### config.mk
export PLATFORM = sky130hd
export DESIGN_NAME = counter_seq_ctrl
export DESIGN_NICKNAME = d
export VERILOG_FILES = /design/src/rtl/counter_seq_ctrl.sv
export SDC_FILE = /design/constraint.sdc
export NUM_CORES = 1
export LEC_CHECK = 0
export CAP_MARGIN = 20
export CORE_MARGIN = 3
export CORE_UTILIZATION = 24
export DETAILED_ROUTE_END_ITERATION = 16
export MAX_ROUTING_LAYER = met4
export PLACE_DENSITY = 0.53
export SYNTH_ARGS = -nofsm -noshare
export SYNTH_HDL_FRONTEND = slang
export SYNTH_SLANG_ARGS = --single-unit
### constraint.sdc
create_clock -name clk -period 2.9 [get_ports clk]
set_input_delay 0.58 -clock clk [delete_from_list [all_inputs] [get_ports clk]]
set_output_delay 0.58 -clock clk [all_outputs]
set_load 0.01 [all_outputs]
### src/rtl/counter_seq_ctrl.sv
// Command sequencer for an external W-bit up/down counter: queues count programs, runs them in order.
// Optional build macro CSEQ_TIMEOUT_EN bounds each RUN phase to TIMEOUT_CYC cycles.
//
// state  | meaning
// IDLE   | waiting for a queued command; pops the FIFO head when present
// LOAD   | one-cycle preload strobe to the counter
// RUN    | counting until target, overflow, abort (or timeout)
// FINISH | one-cycle done pulse with the registered result
module counter_seq_ctrl #(
    parameter int W           = 8,
    parameter int FIFO_DEPTH  = 4,
    parameter int TIMEOUT_CYC = 300
) (
    input  logic                            clk,
    input  logic                            _reset,
    input  logic                            cmd_valid,
    output logic                            cmd_ready,
    input  logic                            cmd_dir,
    input  logic                            cmd_wrap,
    input  logic [W-1:0]                    cmd_start,
    input  logic [W-1:0]                    cmd_target,
    input  logic                            abort,
    input  logic [W-1:0]                    ctr_value,
    input  logic                            ctr_overflow,
    output logic                            ctr_load,
    output logic [W-1:0]                    ctr_preld_val,
    output logic                            ctr_updown,
    output logic                            ctr_wrapstop,
    output logic                            ctr_en,
    output logic                            busy,
    output logic                            done,
    output logic                            done_ovf,
    output logic                            done_abort,
    output logic [W-1:0]                    done_value,
    output logic [$clog2(FIFO_DEPTH):0]     fifo_level
);

    localparam int AW = $clog2(FIFO_DEPTH);
    localparam int LW = AW + 1;
    localparam logic [LW-1:0] DEPTH_L = LW'(FIFO_DEPTH);

    typedef struct packed {
        logic         dir;
        logic         wrap;
        logic [W-1:0] start;
        logic [W-1:0] target;
    } cmd_t;

    typedef enum logic [1:0] {S_IDLE, S_LOAD, S_RUN, S_FINISH} state_t;

    cmd_t            fifo_mem_q [FIFO_DEPTH];
    logic [AW-1:0]   wr_ptr_q, rd_ptr_q;
    logic [LW-1:0]   level_q;
    cmd_t            act_q;
    state_t          state_q, state_d;
    logic            res_ovf_q, res_ovf_d;
    logic            res_abort_q, res_abort_d;
    logic [W-1:0]    res_value_q, res_value_d;
    logic            push, pop, tmo_tc;

    assign cmd_ready  = (level_q < DEPTH_L);
    assign push       = cmd_valid & cmd_ready;
    assign fifo_level = level_q;
    assign busy       = (state_q != S_IDLE);

    always_ff @(posedge clk) begin
        if (push) fifo_mem_q[wr_ptr_q] <= '{dir: cmd_dir, wrap: cmd_wrap,
                                            start: cmd_start, target: cmd_target};
    end

    always_ff @(posedge clk) begin
        if (_reset) begin
            wr_ptr_q <= '0;
            rd_ptr_q <= '0;
            level_q  <= '0;
            act_q    <= '0;
        end else begin
            if (push) wr_ptr_q <= wr_ptr_q + AW'(1);
            if (pop) begin
                rd_ptr_q <= rd_ptr_q + AW'(1);
                act_q    <= fifo_mem_q[rd_ptr_q];
            end
            if (push && !pop)      level_q <= level_q + LW'(1);
            else if (pop && !push) level_q <= level_q - LW'(1);
        end
    end

`ifdef CSEQ_TIMEOUT_EN
    localparam int TW = $clog2(TIMEOUT_CYC + 1);
    localparam logic [TW-1:0] TMO_INIT = TW'(TIMEOUT_CYC - 1);
    logic [TW-1:0] tmo_cnt_q;

    // Down-counter reaches zero on the TIMEOUT_CYC-th RUN cycle.
    always_ff @(posedge clk) begin
        if (_reset)                                  tmo_cnt_q <= '0;
        else if (state_q == S_LOAD)                  tmo_cnt_q <= TMO_INIT;
        else if (state_q == S_RUN && tmo_cnt_q != '0) tmo_cnt_q <= tmo_cnt_q - TW'(1);
    end

    assign tmo_tc = (state_q == S_RUN) && (tmo_cnt_q == '0);
`else
    assign tmo_tc = 1'b0;
`endif

    always_ff @(posedge clk) begin
        if (_reset) begin
            state_q     <= S_IDLE;
            res_ovf_q   <= 1'b0;
            res_abort_q <= 1'b0;
            res_value_q <= '0;
        end else begin
            state_q     <= state_d;
            res_ovf_q   <= res_ovf_d;
            res_abort_q <= res_abort_d;
            res_value_q <= res_value_d;
        end
    end

    always_comb begin
        state_d       = state_q;
        pop           = 1'b0;
        res_ovf_d     = res_ovf_q;
        res_abort_d   = res_abort_q;
        res_value_d   = res_value_q;
        ctr_load      = 1'b0;
        ctr_preld_val = '0;
        ctr_updown    = 1'b0;
        ctr_wrapstop  = 1'b0;
        ctr_en        = 1'b0;
        done          = 1'b0;
        done_ovf      = 1'b0;
        done_abort    = 1'b0;
        done_value    = '0;
        unique case (state_q)
            S_IDLE: begin
                if (level_q != '0) begin
                    pop     = 1'b1;
                    state_d = S_LOAD;
                end
            end
            S_LOAD: begin
                ctr_load      = 1'b1;
                ctr_preld_val = act_q.start;
                ctr_updown    = act_q.dir;
                ctr_wrapstop  = act_q.wrap;
                state_d       = S_RUN;
            end
            S_RUN: begin
                ctr_updown   = act_q.dir;
                ctr_wrapstop = act_q.wrap;
                ctr_en       = (ctr_value != act_q.target) & ~ctr_overflow & ~abort;
                res_value_d  = ctr_value;
                // Natural completion on the last allowed cycle is reported as such, not as timeout.
                if (abort) begin
                    res_abort_d = 1'b1;
                    res_ovf_d   = 1'b0;
                    state_d     = S_FINISH;
                end else if (ctr_overflow) begin
                    res_abort_d = 1'b0;
                    res_ovf_d   = 1'b1;
                    state_d     = S_FINISH;
                end else if (ctr_value == act_q.target) begin
                    res_abort_d = 1'b0;
                    res_ovf_d   = 1'b0;
                    state_d     = S_FINISH;
                end else if (tmo_tc) begin
                    res_abort_d = 1'b1;
                    res_ovf_d   = 1'b0;
                    state_d     = S_FINISH;
                end
            end
            S_FINISH: begin
                done       = 1'b1;
                done_ovf   = res_ovf_q;
                done_abort = res_abort_q;
                done_value = res_value_q;
                state_d    = S_IDLE;
            end
            default: state_d = S_IDLE;
        endcase
    end

endmodule

==> reports/results.tsv <==
metric	value	unit
status	finished, final reports clean	
worstReg2RegStart	state_q[0]	
critPathKind	in2out	
synth_top_cell_area_share	49.1	%
gp_congestion	0.735	
overflow	0	
setup_viol	0	
clockBufferDepth	2	
dp_hpwl	6.21	mm
synthDistinctLibCells	34	
avgSynthCellArea	14.4	µm²
ys_warn_count	0	
async_flop_share	0	%
dieArea	0.0200	mm²
dp_worst_setup_slack	0.129	ns
ys_ff_latch	109	
synthCells	307	
timing.final.ws_setup	0.133	ns
core.rowCount	48	
mappedNetlistNets	349	
grt_util_all_layers	9.81	%
cts_buffers	9	
port_buffers	58	
peakVddDrop	354	µV
antenna_found_initial	2	
cts_setup_buffers	0	
cts_resized	0	
powerDensity	858	mW/mm²
start_util	25.0	%
worst_hold_path_type	reg2reg	
synth_edf_count	72	
total_power	0.00485	W
fin_util	32.0	%
maxCapViolCount	0	
fin_skew	0.00711	ns
final_cell_mix	72 x edfxtp_1, 58 x clkdlybuf4s50_1, 37 x nand2_1, 37 x dfxtp_1, 24 x and2_1	
maxSlewViolCount	0	
fin_crit_sh	95.4	%
syn-cell-area	0.00441	mm²
h-tree-depth	3	
wl	8.86	mm
cts_tree	yes	
yosysSeqAreaShare	65.9	%
synthTopCellsByArea	edfxtp_1 49%, dfxtp_1 17%, mux4_2 9.2%	
grt_pass1_vias	2683	
cts_sinks	109	
worst_pin_slew	0.346	ns
crit_path_max_fanout	4	
cp.required	2.32	ns
min_from	act_q[16]	
drt-initial-drc-count	109	
grt_pass1_wl	14.5	mm
clock_latency	0.35	ns
synth_top_cell_by_area	edfxtp_1	
rsz0062_at_grt	no	
hold_viol	0	
routedWlPerCell	14.5	µm
fin_nets	419	
crit_start	ctr_value[0]	
areaGrowthSynthToFinish	28.2	%
drt-vias-per-instance	4.21	
die_w	142	µm
ant_nets	0	
final_common_cell	edfxtp_1	
synth-main-ff-cell	edfxtp_1	
finalCriticalPeriod	2.77	ns
tns	0	ns
max_freq	361	MHz
drive_gt1_share	13.9	%
cts_root_buf	clkbuf_16	
cp.arrival	2.19	ns
finalHoldWorstSlack	0.451	ns
drc	0	
vias	2566	
start_kind	input pin	
max-slew-margin-rel	76.9	%
cp-end-kind	primary output	
grt_max_degree	26	
clk_pin_slew_worst_paths	0.06	ns
hold_buffers	0	
pin_count	59	
die_h	142	µm
p_leak	1.89	nW
fp.coreArea	0.0177	mm²
firstDrtPassIters	4	
==> critical path, stage by stage <==
cell             delay [ns]
clkdlybuf4s50_1        0.52
xnor2_1                0.13
nand4_1                0.18
o21bai_1               0.22
nor2_1                 0.07
clkdlybuf4s50_1        0.48
==> worst paths after layout <==
| kind | cells past startpoint | end | slack [ns] |
|---|---|---|---|
| worst max register to register | 10 | fifo_level[2] | 0.57 |
| worst min register to register | 2 | act_q[16] | 0.45 |
| worst max-delay path | 6 | ctr_en | 0.13 |
| worst min-delay path | 2 | act_q[16] | 0.45 |
==> cell families after synthesis <==
logic type	count (synthesis)	share of synthesized area [%]
buffers and inverters	23	2.27
AO/OA/AOI/OAI	31	4.00
adder cells (fa/ha/maj)	11	3.29
multiplexers	28	11.5
flip-flops	109	65.9
AND/OR/NAND/NOR	92	10.5
XOR/XNOR	13	2.58
==> synthesized netlist by cell type (all sizes together) (2+ instances only) <==
cell / count
edfxtp: 72
dfxtp: 37
nand2: 37
and2: 24
a21oi: 21
mux4: 18
nor2: 17
ha: 10
inv: 10
mux2i: 10
xnor2: 10
buf: 9
clkbuf: 4
nor3: 3
o21ai: 3
xor2: 3
a211oi: 2
nand2b: 2
nand4: 2
nor2b: 2
nor4b: 2
o31a: 2
==> cell type report <==
class                           instances  area, µm²
Fill cell                            1779      12000
Sequential cell                       109       2900
Multi-Input combinational cell        175       1400
Timing Repair Buffer                   72        686
Clock buffer                           12        289
Tap cell                              225        282
Clock inverter                          4       45.0
Inverter                               10       37.5
Antenna cell                            2       5.00
==> metal layers <==
metal	vias to the layer above	global-route usage, %	part of all wire, %
met1	1250	11.6	44
met5	-	-	0
met2	51	15.2	48
met3	15	3.88	6.5
li1	1250	-	-
met4	0	3.48	1.7
==> flip-flops by register name, summed over array words and instances (netlist names) <==
signal,flops
rd_ptr_q,2
res_value_q,8
res_abort_q,1
state_q,2
act_q,18
res_ovf_q,1
wr_ptr_q,2
fifo_mem_q,72
fifo_level,3
==> report_power, final <==
group	internal [W]	total, W	switching, W
combinational	0.000746	0.00150	0.000755
clock	0.000727	0.00129	0.000568
sequential	0.00192	0.00205	0.000138
==> per-stage QoR <==
step | instances | cell area [µm²]
2_1_floorplan | 307 | 4410
3_3_place_gp | 591 | 5310
3_5_place_dp | 591 | 5310
4_1_cts | 607 | 5650
5_1_grt | 609 | 5650
6_report | 609 | 5650
Note: power is estimated with default switching activity, not from simulation.
